<file path="src/rtl/timer_countdown.sv">
// Four-digit MM:SS countdown register for the microwave datapath: shifts in
// keypad BCD digits, counts down on 1 Hz ticks while enabled, flags zero/done.
module timer_countdown #(
  parameter logic [3:0] SEC_TENS_MAX = 4'd5,
  parameter logic [3:0] SEC_ONES_MAX = 4'd9
) (
  input  logic       clk_100Hz,
  input  logic       clearn,
  input  logic [0:3] bcd,
  input  logic       loadn,
  input  logic       pgt_1Hz,
  input  logic       enablen,
  output logic [3:0] min_tens,
  output logic [3:0] min_ones,
  output logic [3:0] sec_tens,
  output logic [3:0] sec_ones,
  output logic       zero,
  output logic       running,
  output logic       done
);

  typedef enum logic [1:0] {IDLE, RUN, DONE} state_t;

  state_t     state_q, state_d;
  logic [3:0] mt_q, mo_q, st_q, so_q;
  logic [3:0] mt_d, mo_d, st_d, so_d;
  logic [3:0] dec_mt, dec_mo, dec_st, dec_so;
  logic       loadn_q, pgt_q;
  logic       done_q, done_d;
  logic       load_ev, tick_ev, load_ok, dec_zero;

  assign load_ev = loadn_q & ~loadn;
  assign tick_ev = ~pgt_q & pgt_1Hz;
  assign load_ok = load_ev & (bcd <= 4'd9);

  // Borrow chain; seconds above 59 simply count down until the minute borrow.
  always_comb begin
    dec_mt = mt_q;
    dec_mo = mo_q;
    dec_st = st_q;
    dec_so = so_q;
    if (so_q != 4'd0) begin
      dec_so = so_q - 4'd1;
    end else begin
      dec_so = SEC_ONES_MAX;
      if (st_q != 4'd0) begin
        dec_st = st_q - 4'd1;
      end else begin
        dec_st = SEC_TENS_MAX;
        if (mo_q != 4'd0) begin
          dec_mo = mo_q - 4'd1;
        end else begin
          dec_mo = 4'd9;
          dec_mt = mt_q - 4'd1;
        end
      end
    end
  end

  assign dec_zero = ({dec_mt, dec_mo, dec_st, dec_so} == '0);

  always_comb begin
    state_d = state_q;
    mt_d    = mt_q;
    mo_d    = mo_q;
    st_d    = st_q;
    so_d    = so_q;
    done_d  = 1'b0;
    unique case (state_q)
      IDLE: begin
        if (load_ok) begin
          mt_d = mo_q;
          mo_d = st_q;
          st_d = so_q;
          so_d = bcd;
        end
        if (!enablen && !zero) state_d = RUN;
      end
      RUN: begin
        if (enablen) begin
          state_d = IDLE;
        end else if (tick_ev) begin
          mt_d = dec_mt;
          mo_d = dec_mo;
          st_d = dec_st;
          so_d = dec_so;
          if (dec_zero) begin
            state_d = DONE;
            done_d  = 1'b1;
          end
        end
      end
      DONE: begin
        if (load_ok) begin
          mt_d    = mo_q;
          mo_d    = st_q;
          st_d    = so_q;
          so_d    = bcd;
          state_d = IDLE;
        end
      end
      default: state_d = IDLE;
    endcase
  end

  always_ff @(posedge clk_100Hz or negedge clearn) begin
    if (!clearn) begin
      state_q <= IDLE;
      mt_q    <= '0;
      mo_q    <= '0;
      st_q    <= '0;
      so_q    <= '0;
      loadn_q <= 1'b1;
      pgt_q   <= 1'b0;
      done_q  <= 1'b0;
    end else begin
      state_q <= state_d;
      mt_q    <= mt_d;
      mo_q    <= mo_d;
      st_q    <= st_d;
      so_q    <= so_d;
      loadn_q <= loadn;
      pgt_q   <= pgt_1Hz;
      done_q  <= done_d;
    end
  end

  assign min_tens = mt_q;
  assign min_ones = mo_q;
  assign sec_tens = st_q;
  assign sec_ones = so_q;
  assign zero     = ({mt_q, mo_q, st_q, so_q} == '0);
  assign running  = (state_q == RUN);
  assign done     = done_q;

endmodule

</file>
<file path="config.mk">
export PLATFORM = sky130hd
export DESIGN_NAME = timer_countdown
export DESIGN_NICKNAME = d
export VERILOG_FILES = /design/src/rtl/timer_countdown.sv
export SDC_FILE = /design/constraint.sdc
export NUM_CORES = 1
export LEC_CHECK = 0
export ABC_CLOCK_PERIOD_IN_PS = 2300
export BUFFER_PORTS_ARGS = -buffer_cell sky130_fd_sc_hd__buf_4
export CAP_MARGIN = 20
export CORE_MARGIN = 4
export CORE_UTILIZATION = 45
export CTS_CLUSTER_DIAMETER = 120
export DETAILED_ROUTE_END_ITERATION = 8
export PLACE_DENSITY = 0.66
export SLEW_MARGIN = 15
export SYNTH_ARGS = -nofsm -noshare
export SYNTH_HDL_FRONTEND = slang
export SYNTH_SLANG_ARGS = --single-unit
</file>
<file path="constraint.sdc">
create_clock -name clk_100Hz -period 2.3 [get_ports clk_100Hz]
set_clock_uncertainty 0.2 [all_clocks]
set_input_delay 0.115 -clock clk_100Hz [delete_from_list [all_inputs] [get_ports clk_100Hz]]
set_output_delay 0.115 -clock clk_100Hz [all_outputs]
set_load 0.005 [all_outputs]
</file>
After elaboration in Yosys (flattened, before gate mapping)
Cells that the tools add are included.
{"block": "totals", "reg_bits": 21, "in_bits": 9, "output_inout_bits": 19, "wordCells": 75}
{"block": "op_classes", "addsub": 4, "magnitude_cmp": 1, "n_eq_ne": 9, "muxes": 35, "bitwise_logic": 5, "n_reduce_logical": 13}
{"cell": "$mux 4", "count": 21}
{"cell": "$logic_not 16->1", "count": 2}
{"cell": "$pmux 4 s2", "count": 4}
{"cell": "$sub 4x1->4 const B", "count": 4}
{"cell": "$reduce_bool 4->1", "count": 3}
{"cell": "$mux 2", "count": 5}
{"cell": "$reduce_and 4->1", "count": 2}
{"cell": "$ne 2x2->1 const B", "count": 3}
{"cell": "$ne 3x2->1 const B", "count": 2}
{"cell": "$pmux 2 s3", "count": 1}
{"cell": "$le 4x4->1 const B", "count": 1}
{"cell": "$mux 1", "count": 4}
{"cell": "$ne 2x1->1 const B", "count": 2}
{"cell": "$and 1x1->1", "count": 3}
{"cell": "$eq 2x1->1 const B", "count": 1}
{"cell": "$eq 2x2->1 const B", "count": 1}
{"cell": "$logic_not 1->1", "count": 2}
{"cell": "$logic_not 2->1", "count": 1}
{"cell": "$not 1->1", "count": 2}
{"cell": "$reduce_bool 2->1", "count": 1}
{"cell": "$reduce_or 2->1", "count": 1}
{"cell": "$logic_and 1x1->1", "count": 1}

Logic depth before layout (Yosys ltp)
Gate-level depths: netlist of the first run.
{"block": "depth", "depth_word": 9, "ltp_mapped": 7, "depth_no_buf": 6}

Worst setup path before layout of the first run
Ideal clock, no wire load.
{"block": "synth_path", "path_type": "register to register", "start": "register so_q[0], in the netlist sec_ones[0]", "end": "register mt_q[1], in the netlist min_tens[1]", "setup_time_ns": 0.063, "t_arrival_ns": 2.005, "required_ns": 2.037, "setup_slack_ns": 0.032, "stages_incl_launch_ff": 7, "path_buffers": 2, "synth_period_minus_slack_ns": 2.268, "path_cell_list": "dfrtp_1 > buf_6 > or4_4 > buf_6 > or4_4 > a21oi_2 > o22a_2"}
{"block": "synth_between", "elab_chain_cells": 5}
{"element": "from (decl)", "line": "25", "source": "logic [3:0] mt_q, mo_q, st_q, so_q;"}
{"element": "from (signal assigned)", "line": "112", "source": "so_q <= '0;"}
{"element": "from (signal assigned)", "line": "121", "source": "so_q <= so_d;"}
{"element": "$reduce_bool 4->1", "line": "42", "source": "if (so_q != 4'd0) begin"}
{"element": "$mux 4", "line": "42"}
{"element": "$mux 4", "line": "82", "source": "end else if (tick_ev) begin"}
{"element": "$mux 4", "line": "80", "source": "if (enablen) begin"}
{"element": "$pmux 4 s2", "line": "69", "source": "unique case (state_q)"}
{"element": "to (signal assigned)", "line": "118", "source": "mt_q <= mt_d;"}
{"element": "to (decl)", "line": "25"}
Every way passes these cells. The select of a mux whose other input is x is not followed.
A chain may end at the register's enable or synchronous reset.

Final worst setup path of the first run
{"block": "layout_path", "start": "register so_q[3], in the netlist sec_ones[3]", "end": "register mt_q[1], in the netlist min_tens[1]"}
The elaborated chain is that of the path after synthesis.

==> metrics.md, run 1 <==
| Metric | Value |
|---|---|
| Run status | `completed` |
| Pint | `0.881 mW` |
| Number of distinct standard cells referenced by the synthesized netlist | `47` |
| Critical Path End Type | `register` |
| Worst IR Drop VDD | `0.489 mV` |
| Vias in the first global route | `1359` |
| Setup WS post-layout | `0.0389 ns` |
| Number of design-rule violations left by the first detailed-router iteration | `79` |
| Ranking of synthesized cells by instance count | `dfrtp_1 (20), nor2_1 (13), clkbuf_1 (11), o21ai_0 (11), a21oi_1 (9)` |
| Clock share of power | `12.6%` |
| Power density cells | `811 nW/um2` |
| Main flop type after synthesis | `dfrtp_1` |
| Core region area | `2810 um2` |
| H-tree level count | `1` |
| Post-place instance area | `1640 um2` |
| Total of max-cap violations | `0` |
| CP Launch Point | `sec_ones[3]$_DFFE_PN0P_` |
| Overflow left after global routing | `0` |
| Synthesis warning total | `0` |
| Height of the die | `62.6 um` |
| Count of flip-flops with a built-in enable after synthesis | `0` |
| Number of buffers inserted by port buffering | `27` |
| Relative slew slack | `75.5%` |
| Final Wtd Congestion | `0.823` |
| Worst Tran Pin Value | `0.368 ns` |
| Average detailed-routed wire length per instance | `16.6 um` |
| Placed wire-length estimate | `2.70 mm` |
| Largest cells by area after synthesis | `dfrtp_1 (37%), o21ai_0 (4.1%), nor2_1 (3.6%)` |
| Sequential fraction of the synthesis area | `39.3%` |
| Post-layout net count | `209` |
| Number of clock buffers inserted by TritonCTS | `3` |
| Hold Vio Cnt, Final | `0` |
| Net switching fraction of the power | `39.2%` |
| Largest net degree at the start of global routing | `35` |
| Clk buf depth | `2` |
| Layout cells sized above 1 | `30.5%` |
| Top-count cell post-synth | `dfrtp_1` |
| Cell type with the highest aggregate area in the netlist | `dfrtp_1` |
| DRT Wirelength | `3.80 mm` |
| Remaining antenna violation count | `0` |
| Die Width | `62.6 um` |
| Unrepaired setup endpoints after global routing | `yes` |
| Sequential power share | `39.9%` |
| Overall via count from detail_route | `1383` |
| Post-synthesis sequential element count | `21` |
| Io pins | `28` |
| Finished layout cell area | `1780 um2` |
| Share of power burned in combinational logic | `47.5%` |
| Wire length of the first global-routing pass | `6.66 mm` |
| Diodes inserted | `0` |
| Worst r2r src | `sec_ones[3]$_DFFE_PN0P_` |
| Worst-skew pair later-pin latency | `0.31 ns` |
| DRC violations left | `0` |
| Starting density of the core | `47.8%` |
| Clock transition at path regs | `0.12 ns` |
| Category of the critical setup timing path | `reg2reg` |
| Number of antenna violations at the first check in global routing | `0` |
| Crit path launch type | `register` |
| Required time of the critical path | `2.36 ns` |
| Drt via density | `6.07` |
| CP Data Arrival Time | `2.32 ns` |
| Hold_ws | `0.0200 ns` |
| Detailed-router iteration count before antenna repair | `4` |
| Net switching power | `0.567 mW` |
| Global routing usage summed across all routing layers | `20.5%` |
| Clock tree from TritonCTS | `built` |
| Static power due to leakage | `0.768 nW` |
| Share of flip-flops with an asynchronous set or reset | `100%` |
| Mapped Area | `1340 um2` |
| Slew Viols, Final | `0` |
| Layout overhead on the synthesized area | `33.1%` |
| Avg Inst Size Synth | `8.76 um2` |
| Instance count of the mapped netlist | `153` |
| Path type of the worst min-delay path | `in2async` |
| Library cell used as clock root buffer | `clkbuf_4` |
| Die area | `3920 um2` |
| Final min period | `2.26 ns` |
| Row count | `19` |
| Post-placement setup slack | `0.184 ns` |
| Final setup violation count | `0` |
| Maximum fanout along the worst path | `6` |
| Syn Nets | `164` |
| Fraction of synthesized cell area taken by the top area cell type | `37.3%` |
| Clock sinks | `21` |
| Maximum clock rate | `442 MHz` |
| Ratio of final minimum period to clock period | `98.3%` |
cells by family after synthesis:
logic type               after synthesis  share of synthesized area, %
AO/OA/AOI/OAI                         47                          24.6
adder cells (fa/ha/maj)                2                          1.87
buffers and inverters                 19                          6.44
flip-flops                            21                          39.3
multiplexers                           2                          1.49
AND/OR/NAND/NOR                       62                          26.3
final cells by class:
| class | count | area (um2) |
|---|---|---|
| Inverter | 6 | 22.5 |
| Multi-Input combinational cell | 113 | 752 |
| Clock buffer | 4 | 26.3 |
| Timing Repair Buffer | 53 | 418 |
| Sequential cell | 21 | 527 |
| Fill cell | 241 | 1020 |
| Tap cell | 31 | 38.8 |
metal layers:
layer / GRT usage [%] / up-vias / wire, um
li1: - / 670 / -
met1: 29.0 / 640 / 1650
met2: 31.4 / 68 / 1810
met3: 4.14 / 5 / 292
met4: 6.06 / 0 / 39
met5: 0 / - / 0
power groups by stage:
stage	Sequential (mW)	Combinational, mW	Clock, mW
finish	0.578	0.688	0.182
floorplan	0.584	0.312	0
global route	0.598	0.759	0.205
global placement	0.570	0.638	0
detailed placement	0.578	0.647	0
CTS	0.568	0.673	0.187
worst max-delay path: stages (launching register included):
cell and delay (ns):
dfrtp_1 0.40, or4_4 0.59, buf_4 0.17, or4_4 0.52, a21oi_2 0.18, o22a_2 0.15
layout by cell type, fill, tap and decap left out, types with 3 or more instances in the layout:
cell,count
nand3_1,5
a21oi_1,9
dlygate4sd3_1,8
buf_4,45
or4_4,3
inv_1,6
clkbuf_4,3
o22a_1,4
o22ai_1,3
nor3_1,8
nand2_1,8
nor4_1,3
nor2_1,13
o21ai_0,11
or4_1,3
dfrtp_1,20
flip-flops by register name, indices dropped and copies added (netlist names):
signal,count
done,1
loadn_q,1
min_ones,4
min_tens,4
pgt_q,1
sec_ones,4
sec_tens,4
state_q,2
through the flow:
step           TNS (ns)  util, %  std cells  power [mW]
2_1_floorplan         0        -        153       0.896
3_3_place_gp          0     58.4        214        1.21
3_5_place_dp          0     58.4        214        1.22
4_1_cts               0     62.7        226        1.43
5_1_grt         -0.0952     63.6        228        1.56
6_report              0     63.6        228        1.45
final timing paths:
path / cells past startpoint / slack, ns / to
max in group asynchronous: 2 / 1.60 / loadn_q$_DFF_PN1_
max: 5 / 0.04 / min_tens[1]$_DFFE_PN0P_
min in group clk_100Hz: 2 / 0.26 / pgt_q$_DFF_PN0_
max reg2reg: 5 / 0.04 / min_tens[1]$_DFFE_PN0P_
min: 2 / 0.02 / min_ones[2]$_DFFE_PN0P_
min reg2reg: 1 / 0.32 / done$_DFF_PN0_
timing repair:
item	in CTS	in global routing
setup buffers	0	2
gates cloned	0	0
hold buffers	8	0
endpoints found under the hold margin	30	0
setup endpoints to repair	1	2
pin swaps	0	1
gates resized for setup	2	2
Power figures use the tool's default switching activity.
==> inputs of run 2 (changes only) <==
--- a/config.mk
+++ b/config.mk
@@ -10,9 +10,8 @@
 export CAP_MARGIN = 20
 export CORE_MARGIN = 4
 export CORE_UTILIZATION = 45
-export CTS_CLUSTER_DIAMETER = 120
 export DETAILED_ROUTE_END_ITERATION = 8
-export PLACE_DENSITY = 0.66
+export PLACE_DENSITY = 0.8
 export SLEW_MARGIN = 15
 export SYNTH_ARGS = -nofsm -noshare
 export SYNTH_HDL_FRONTEND = slang
==> run 2 against run 1 <==
  * The flow now finishes with violations (negative setup slack)
  * Critical path depth unchanged
  * Worst setup slack worse by 0.045 ns
  * Total power up 0.36%
  * Register-to-register slack better by 0.04 ns
  * Critical endpoint is now zero
  * Routed wire length up 2.6%
  * Maximum frequency down 1.9%
  * Non-clock buffer count down 3
  * Design area unchanged
  * Count of clock-buffer cells in the layout down 1
  * Sequential share of layout area unchanged
  * First-iteration DRC count up 61%
  * Combinational power down 2%
==> metrics.md, run 2 (synthesized netlist as in run 1, its figures left out) <==
| Metric | Value |
|---|---|
| Setup WS post-layout | `-0.00588 ns` |
| Run status | `finished, violations left` |
| Clk buf depth | `2` |
| H-tree level count | `1` |
| Path type of the worst min-delay path | `in2async` |
| Static power due to leakage | `0.759 nW` |
| Core region area | `2810 um2` |
| Clock tree from TritonCTS | `built` |
| Crit path launch type | `register` |
| Most common cell after layout, fill and taps aside | `buf_4` |
| Library cell used as clock root buffer | `clkbuf_4` |
| Vias in the first global route | `1447` |
| Die Width | `62.6 um` |
| Post-layout net count | `206` |
| Overall via count from detail_route | `1460` |
| Largest net degree at the start of global routing | `34` |
| Drt via density | `6.49` |
| Clock transition at path regs | `0.13 ns` |
| Number of design-rule violations left by the first detailed-router iteration | `127` |
| Global routing usage summed across all routing layers | `20.7%` |
| Unrepaired setup endpoints after global routing | `yes` |
| Average detailed-routed wire length per instance | `17.3 um` |
| Worst IR Drop VDD | `0.516 mV` |
| Final std cells w/o fill | `225` |
| Starting density of the core | `47.8%` |
| Clock sinks | `21` |
| Maximum fanout along the worst path | `3` |
| Final Wtd Congestion | `0.874` |
| Layout overhead on the synthesized area | `33.1%` |
| Relative slew slack | `63.9%` |
| Violations in the final reports | `negative setup slack` |
| Height of the die | `62.6 um` |
| Worst-skew pair later-pin latency | `0.32 ns` |
| Row count | `19` |
| Number of buffers inserted by port buffering | `27` |
| Power density cells | `814 nW/um2` |
| Layout cells sized above 1 | `30.9%` |
| Ratio of final minimum period to clock period | `100%` |
| Placed Cells | `210` |
| Overflow left after global routing | `0` |
| Diodes inserted | `0` |
| Worst Tran Pin Value | `0.541 ns` |
| Final setup violation count | `1` |
| Slew Viols, Final | `0` |
| Wire length of the first global-routing pass | `6.80 mm` |
| Hold_ws | `0.00342 ns` |
| Detailed-router iteration count before antenna repair | `4` |
| Placed wire-length estimate | `2.62 mm` |
| Number of clock buffers inserted by TritonCTS | `3` |
| Final min period | `2.31 ns` |
| Total of max-cap violations | `0` |
| Required time of the critical path | `1.99 ns` |
| DRT Wirelength | `3.89 mm` |
| Die area | `3920 um2` |
| Maximum clock rate | `434 MHz` |
| DRC violations left | `0` |
| Number of antenna violations at the first check in global routing | `0` |
| Remaining antenna violation count | `0` |
| Critical Path End Type | `primary output` |
| CP Data Arrival Time | `1.99 ns` |
| Category of the critical setup timing path | `reg2out` |
| Hold Vio Cnt, Final | `0` |
| Io pins | `28` |
| Most used cells in the layout excluding fill and tap cells | `buf_4 (42), dfrtp_1 (20), nor2_1 (13), o21ai_0 (11), a21oi_1 (9)` |
[run 2: routing by layer]
| metal | GRT usage [%] | vias up | wire length, um |
|---|---|---|---|
| li1 | - | 664 | - |
| met1 | 27.1 | 691 | 1590 |
| met2 | 34.6 | 88 | 1870 |
| met3 | 3.42 | 17 | 342 |
| met4 | 7.16 | 0 | 85 |
| met5 | 0 | - | 0 |
[run 2: report_power, final]
part	switching (mW)	leakage, nW	total, mW	internal (mW)
combinational	0.325	0.492	0.674	0.348
sequential	0.132	0.250	0.592	0.459
clock	0.123	0.0177	0.188	0.0652
total	0.580	0.759	1.45	0.873
[run 2: critical path, stage by stage, from the launching register on]
cell	delay, ns
dfrtp_1	0.40
or4_4	0.57
nor4_4	0.31
nand4b_1	0.20
inv_1	0.09
buf_4	0.10
[run 2: per-stage QoR]
step / utilization (%) / setup slack (ns) / TNS (ns) / power (mW) / cell area, um2
finish: 63.6 / -0.00588 / -0.00588 / 1.45 / 1780
global route: 63.6 / -0.0757 / -0.0757 / 1.55 / 1780
CTS: 62.5 / 0.00674 / 0 / 1.42 / 1750
detailed placement: 57.3 / 0.122 / 0 / 1.20 / 1610
global placement: 57.3 / 0.207 / 0 / 1.18 / 1610
floorplan: - / 0.0317 / 0 / 0.896 / 1340
[run 2: path summary, 6_finish.rpt]
| path | slack [ns] | end | cells past startpoint | from |
|---|---|---|---|---|
| max in group asynchronous | 1.62 | loadn_q$_DFF_PN1_ | 2 | clearn |
| hold / removal | 0.003 | pgt_q$_DFF_PN0_ | 2 | clearn |
| setup / recovery | -0.006 | zero | 5 | sec_ones[3]$_DFFE_PN0P_ |
| hold reg to reg | 0.33 | done$_DFF_PN0_ | 1 | state_q[1]$_DFFE_PN0P_ |
| setup reg to reg | 0.08 | min_tens[1]$_DFFE_PN0P_ | 4 | min_ones[0]$_DFFE_PN0P_ |
| min in group clk_100Hz | 0.25 | pgt_q$_DFF_PN0_ | 2 | pgt_1Hz |
[run 2: timing repair]
item | CTS | global route
gates resized for setup | 2 | 5
setup endpoints to repair | 1 | 7
pin swaps | 1 | 1
setup buffers | 3 | 0
gates cloned | 0 | 0
hold buffers | 8 | 0
hold endpoints to repair | 30 | 0
[run 2: layout make-up]
type	count	area (um2)
Clock inverter	1	5.00
Clock buffer	3	22.5
Fill cell	243	1020
Tap cell	31	38.8
Timing Repair Buffer	50	395
Sequential cell	21	527
Inverter	6	22.5
Multi-Input combinational cell	113	773
